[src/rtl/led_scan_if.sv]
// Digit-scan bus between the controller side and the led_scan multiplexer.
interface led_scan_if;
    logic        en;
    logic        load;
    logic [15:0] din;
    logic [3:0]  data;
    logic [3:0]  LED_sel;
    logic        frame_tick;

    // Controller: drives enable/load/value, observes the scan outputs.
    modport master (
        output en, load, din,
        input  data, LED_sel, frame_tick
    );

    // Scanner: consumes enable/load/value, drives the decoder-facing outputs.
    modport slave (
        input  en, load, din,
        output data, LED_sel, frame_tick
    );
endinterface

[src/rtl/led_scan.sv]
// Time-multiplexed 4-digit hex scanner feeding a shared 7-segment decoder.
// A shadow register takes new values at any time; they reach the displayed
// frame only at a frame boundary (or immediately while scanning is disabled).
module led_scan #(
    parameter int unsigned CLK_DIV = 50000,
    parameter int unsigned BLANK   = 4
) (
    input logic       clk,
    input logic       rst_n,
    led_scan_if.slave bus
);
    localparam int unsigned CW = $clog2(CLK_DIV);
    localparam logic [CW-1:0] CNT_MAX   = CW'(CLK_DIV - 1);
    localparam logic [CW-1:0] CNT_BLANK = CW'(BLANK);

    logic [CW-1:0] cnt_q, cnt_d;
    logic [1:0]    idx_q, idx_d;
    logic [15:0]   shadow_q, shadow_d;
    logic [15:0]   frame_q, frame_d;
    logic          pending_q, pending_d;
    logic          tick_q;
    logic          run_q;
    logic          boundary;
    logic          apply;

    // Slot counter and digit index; both snap to zero while disabled.
    always_comb begin
        cnt_d = '0;
        idx_d = '0;
        if (bus.en) begin
            if (cnt_q == CNT_MAX) begin
                cnt_d = '0;
                idx_d = idx_q + 2'd1;
            end else begin
                cnt_d = cnt_q + 1'b1;
                idx_d = idx_q;
            end
        end
    end

    assign boundary = bus.en && (cnt_q == CNT_MAX) && (idx_q == 2'd3);
    // While disabled nothing is on screen, so a new value can land at once.
    assign apply    = boundary || !bus.en;

    // Load path: shadow always tracks the latest din; frame swaps only on apply.
    always_comb begin
        shadow_d  = shadow_q;
        frame_d   = frame_q;
        pending_d = pending_q;
        if (bus.load) begin
            shadow_d = bus.din;
        end
        if (apply) begin
            pending_d = 1'b0;
            if (bus.load) begin
                frame_d = bus.din;
            end else if (pending_q) begin
                frame_d = shadow_q;
            end
        end else if (bus.load) begin
            pending_d = 1'b1;
        end
    end

    // State registers, cleared asynchronously.
    always_ff @(posedge clk or negedge rst_n) begin
        if (!rst_n) begin
            cnt_q     <= '0;
            idx_q     <= '0;
            shadow_q  <= '0;
            frame_q   <= '0;
            pending_q <= 1'b0;
            tick_q    <= 1'b0;
            run_q     <= 1'b0;
        end else begin
            cnt_q     <= cnt_d;
            idx_q     <= idx_d;
            shadow_q  <= shadow_d;
            frame_q   <= frame_d;
            pending_q <= pending_d;
            tick_q    <= boundary;
            run_q     <= bus.en;
        end
    end

    // Output decode from registered state only; data stays valid while blanked.
    always_comb begin
        bus.data       = frame_q[{idx_q, 2'b00} +: 4];
        bus.LED_sel    = 4'b1111;
        bus.frame_tick = tick_q;
        if (run_q && (cnt_q >= CNT_BLANK)) begin
            bus.LED_sel[idx_q] = 1'b0;
        end
    end
endmodule

[src/flat_wrapper.sv]
// flat-port wrapper written by rule: the top's interface ports become plain ports
module led_scan_flat 
#(
    parameter int unsigned CLK_DIV = 50000,
    parameter int unsigned BLANK   = 4
)
  (clk, rst_n, bus_en, bus_load, bus_din, bus_data, bus_LED_sel, bus_frame_tick);
  led_scan_if bus_i ();
  input logic clk;
  input logic rst_n;
  input wire logic [$bits(bus_i.en)-1:0] bus_en;
  input wire logic [$bits(bus_i.load)-1:0] bus_load;
  input wire logic [$bits(bus_i.din)-1:0] bus_din;
  output wire logic [$bits(bus_i.data)-1:0] bus_data;
  output wire logic [$bits(bus_i.LED_sel)-1:0] bus_LED_sel;
  output wire logic [$bits(bus_i.frame_tick)-1:0] bus_frame_tick;
  assign bus_i.en = bus_en;
  assign bus_i.load = bus_load;
  assign bus_i.din = bus_din;
  assign bus_data = bus_i.data;
  assign bus_LED_sel = bus_i.LED_sel;
  assign bus_frame_tick = bus_i.frame_tick;
  led_scan #(.CLK_DIV(CLK_DIV), .BLANK(BLANK)) u_core (.clk(clk), .rst_n(rst_n), .bus(bus_i));
endmodule
[config.mk]
export PLATFORM = sky130hd
export DESIGN_NAME = led_scan_flat
export DESIGN_NICKNAME = d
export VERILOG_FILES = /design/src/rtl/led_scan_if.sv /design/src/rtl/led_scan.sv /design/src/flat_wrapper.sv
export SDC_FILE = /design/constraint.sdc
export NUM_CORES = 1
export LEC_CHECK = 0
export CAP_MARGIN = 0
export CORE_MARGIN = 1
export CORE_UTILIZATION = 58
export DETAILED_ROUTE_END_ITERATION = 8
export DONT_BUFFER_PORTS = 1
export GPL_TIMING_DRIVEN = 0
export PLACE_DENSITY = 0.71
export RECOVER_POWER = 25
export SYNTH_ARGS = -nofsm -noshare
export SYNTH_HDL_FRONTEND = slang
export SYNTH_SLANG_ARGS = --single-unit
[constraint.sdc]
create_clock -name clk -period 5.58 [get_ports clk]
set_clock_uncertainty 0.1 [all_clocks]
set_input_delay 1.116 -clock clk [delete_from_list [all_inputs] [get_ports clk]]
set_output_delay 1.116 -clock clk [all_outputs]
set_load 0.02 [all_outputs]
==> run_results.csv <==
group,metric,value,unit
sta,fmax,317,MHz
drt,first_iter_violations,114,
sta,drv_slew,0,
die,dieArea,0.00455,mm²
die,io_pins,29,
sta,setup_viol,0,
logic_synthesis,yosys_warnings,0,
setup_path,reg2reg_from,"u_core.cnt_q[5]",
setup_path,rrSetupSlack,2860,ps
setup_path,required,4360,ps
logic_synthesis,synth.net_count,221,
setup_path,crit_start,"u_core.cnt_q[5]",
logic_synthesis,syn-mean-instance-area,12.7,µm²
sta,fin_setup_tns,0,ps
outcome,status,"completed",
pwr,p_sw,179,µW
drt,final_antenna_net_count,0,
cts,htreeDepth,2,
logic_synthesis,synth_top_family_by_area,"multiplexers",
pwr,leakagePower,1.12,nW
placement,placed_cells,245,
setup_path,path_buf_inv,1,
global_routing,antenna_found_initial,0,
logic_synthesis,synth_simple_gate_area_share,12.2,%
global_routing,grt_pass1_vias,1528,
setup_path,worst-path-max-fanout,7,
die,die_h,67.4,µm
setup_path,critical-path-max-stage-delay,530,ps
sta,slew_headroom,58.5,%
cts,cts_buffers,5,
setup_path,crit_end,"bus_LED_sel[0]",
placement,port_buffers,0,
layout,antenna_cells,0,
logic_synthesis,netlist_instances,195,
layout,fin_cells,253,
cts,clk_pin_slew_worst_paths,90,ps
die,rows,23,
cts,cts_root_buffer,"clkbuf_8",
logic_synthesis,synthDistinctLibCells,29,
layout,syn2layout_area_growth,6.50,%
placement,dpl-instance-area,0.00255,mm²
logic_synthesis,yosysMostFrequentCell,"dfrtp_1",
logic_synthesis,synthMuxAreaShare,19.6,%
setup_path,crit_cells,4,
layout,drive_gt1_share,29.1,%
logic_synthesis,synth_compound_area_share,2.42,%
drt,drc,0,
die,initial_utilization,61.2,%
placement,routabilityCongestion,0.891,
setup_path,worstPathArrival,1940,ps
pwr,seq_power_share,58.3,%
logic_synthesis,yosys.area_share.xor_xnor,4.94,%
setup_path,worstPathCellList,"buf_6 -> or4_4 -> o31a_2 -> nand2_1",
global_routing,grt_pass1_wl,7200,µm
cts,cts_resized,0,
pwr,p_int,575,µW
drt,drt-pass1-iter-count,4,
setup_path,cp-end-kind,"output pin",
logic_synthesis,synth_async_sr_flop_share,100,%
sta,worstMarginPinSlew,617,ps
drt,viasPerCell,5.81,
die,die_w,67.4,µm
cts,cts.path.max_buffers,2,
flow_run,timing.max_cap.violations,0,
pwr,power_density,285,mW/mm²
drt,routed_wl,4310,µm
cts,post-cts-setup-buffer-count,0,
pwr,ir_drop,0.219,mV
logic_synthesis,ys.flop_type,"dfrtp_1",
logic_synthesis,synth_top_cell_by_area,"dfrtp_1",
placement,dp_hpwl,3130,µm
logic_synthesis,synth.top_cell.area_share,53.4,%
global_routing,gr-total-overflow,0,
sta,finalCritPeriodShare,56.6,%
cts,clk-insertion-delay-late,310,ps
drt,vias,1469,
sta,rsz0062_at_grt,"false",
logic_synthesis,synthTopCellsByArea,"dfrtp_1 53%, mux2_2 10%, mux2_4 6.0%, xnor2_1 3.9%, mux4_2 3.6%",
global_routing,grt_max_degree,54,
setup_path,path_class,"reg2out",
cts,cts_tree,"yes",
layout,final_area,0.00265,mm²
pwr,swShare,23.7,%
cts,clock_sinks,53,
sta,hold_violations,0,
setup_path,slowest_stage,"or4_4",
setup_path,start_kind,"flop",
setup_path,rr_endpoint,"u_core.frame_q[2]",
layout,fin_nets,228,
sta,period_minus_slack,3160,ps
setup_path,reg2reg_depth,7,
min_path,hold_class,"in2async",
logic_synthesis,synth_seq_cells,53,
setup_path,crit_family,"simple AND/OR/NAND/NOR gates",
logic_synthesis,ys_seq_area_share,53.4,%
global_routing,track_usage,22.5,%
logic_synthesis,synthAdderAreaFrac,3.02,%
pwr,p_clk_share,30.1,%
pwr,comb_power_share,11.6,%
die,core,0.00406,mm²
drt,wl_per_cell,17.0,µm
logic_synthesis,synth_common_cells,"53 x dfrtp_1, 22 x mux2_2, 18 x nor2_1",
cts,cts_hold_buf,0,
logic_synthesis,syn-cell-area,0.00248,mm²
logic_synthesis,synth-edff-count,0,
[worst reg2reg max path: stages, from the launching register on]
cell	delay (ps)
dfrtp_1	380
buf_6	130
or4_4	530
or4_4	550
buf_6	150
o22ai_4	260
buf_12	200
mux2_4	310
[kinds of logic (layout without fill, tap and decap cells)]
| group | after synthesis | after routing |
|---|---|---|
| simple gates | 61 | 61 |
| flops | 53 | 53 |
| mux | 36 | 36 |
| buf+inv | 18 | 26 |
| xor+xnor | 14 | 14 |
| compound gates | 7 | 7 |
| fa+ha+maj | 6 | 6 |
[cells in the final DEF (no fill, tap or decap), drive strengths merged, types with 5 or more instances in the layout]
cell type / instances
nor2: 18
inv: 8
buf: 9
nor4: 5
mux2: 32
nand2: 13
ha: 6
dfrtp: 53
nor3: 6
xnor2: 11
nand4: 8
nand3: 5
clkbuf: 8
[area by class of cell]
class,count,area [µm²]
Buffer,11,82.6
Sequential cell,53,1330
Clock inverter,2,16.3
Inverter,7,26.3
Tap cell,50,62.6
Fill cell,303,1410
Clock buffer,6,82.6
Multi-Input combinational cell,124,1050
[through the flow]
stage	hold WS, ps	total power, mW	utilization [%]	setup WS (ps)
detailed placement	383	0.535	62.8	2760
global placement	377	0.529	62.8	2780
global route	364	0.791	65.2	2370
finish	386	0.754	65.2	2420
CTS	379	0.763	65.2	2410
floorplan	368	0.518	-	2830
[sequential cells by signal (all words and copies together), names as in the netlist]
| register | flops |
|---|---|
| u_core.cnt_q | 16 |
| u_core.frame_q | 16 |
| u_core.shadow_q | 16 |
| u_core.idx_q | 2 |
| u_core.bus.frame_tick | 1 |
| u_core.pending_q | 1 |
| u_core.run_q | 1 |
[worst min-delay path by stage]
stage                     cells after the start               start            endpoint  slack [ps]
after floorplan                               1  u_core.shadow_q[6]  u_core.shadow_q[6]         370
after global placement                        1  u_core.shadow_q[9]  u_core.shadow_q[9]         380
after detailed placement                      1  u_core.shadow_q[5]  u_core.shadow_q[5]         380
after CTS                                     0               rst_n    u_core.cnt_q[15]         380
after global routing                          0               rst_n   u_core.frame_q[5]         360
final                                         0               rst_n    u_core.cnt_q[15]         390
[per-layer routing]
| metal | GRT usage (%) | routed length [µm] | share of wire (%) | up-vias |
|---|---|---|---|---|
| li1 | - | - | - | 683 |
| met1 | 26.3 | 1810 | 42 | 752 |
| met2 | 38.5 | 2260 | 52 | 29 |
| met3 | 5.74 | 180 | 4.2 | 5 |
| met4 | 10.6 | 67 | 1.6 | 0 |
| met5 | 0 | 0 | 0 | - |
[power groups by stage]
stage	Combinational [mW]	Clock (mW)	Sequential, mW
2_1_floorplan	0.0780	0	0.439
3_3_place_gp	0.0849	0	0.444
3_5_place_dp	0.0882	0	0.447
4_1_cts	0.0889	0.235	0.440
5_1_grt	0.0944	0.252	0.444
6_report	0.0875	0.227	0.440
No activity file was read; power rests on OpenSTA's default activity.
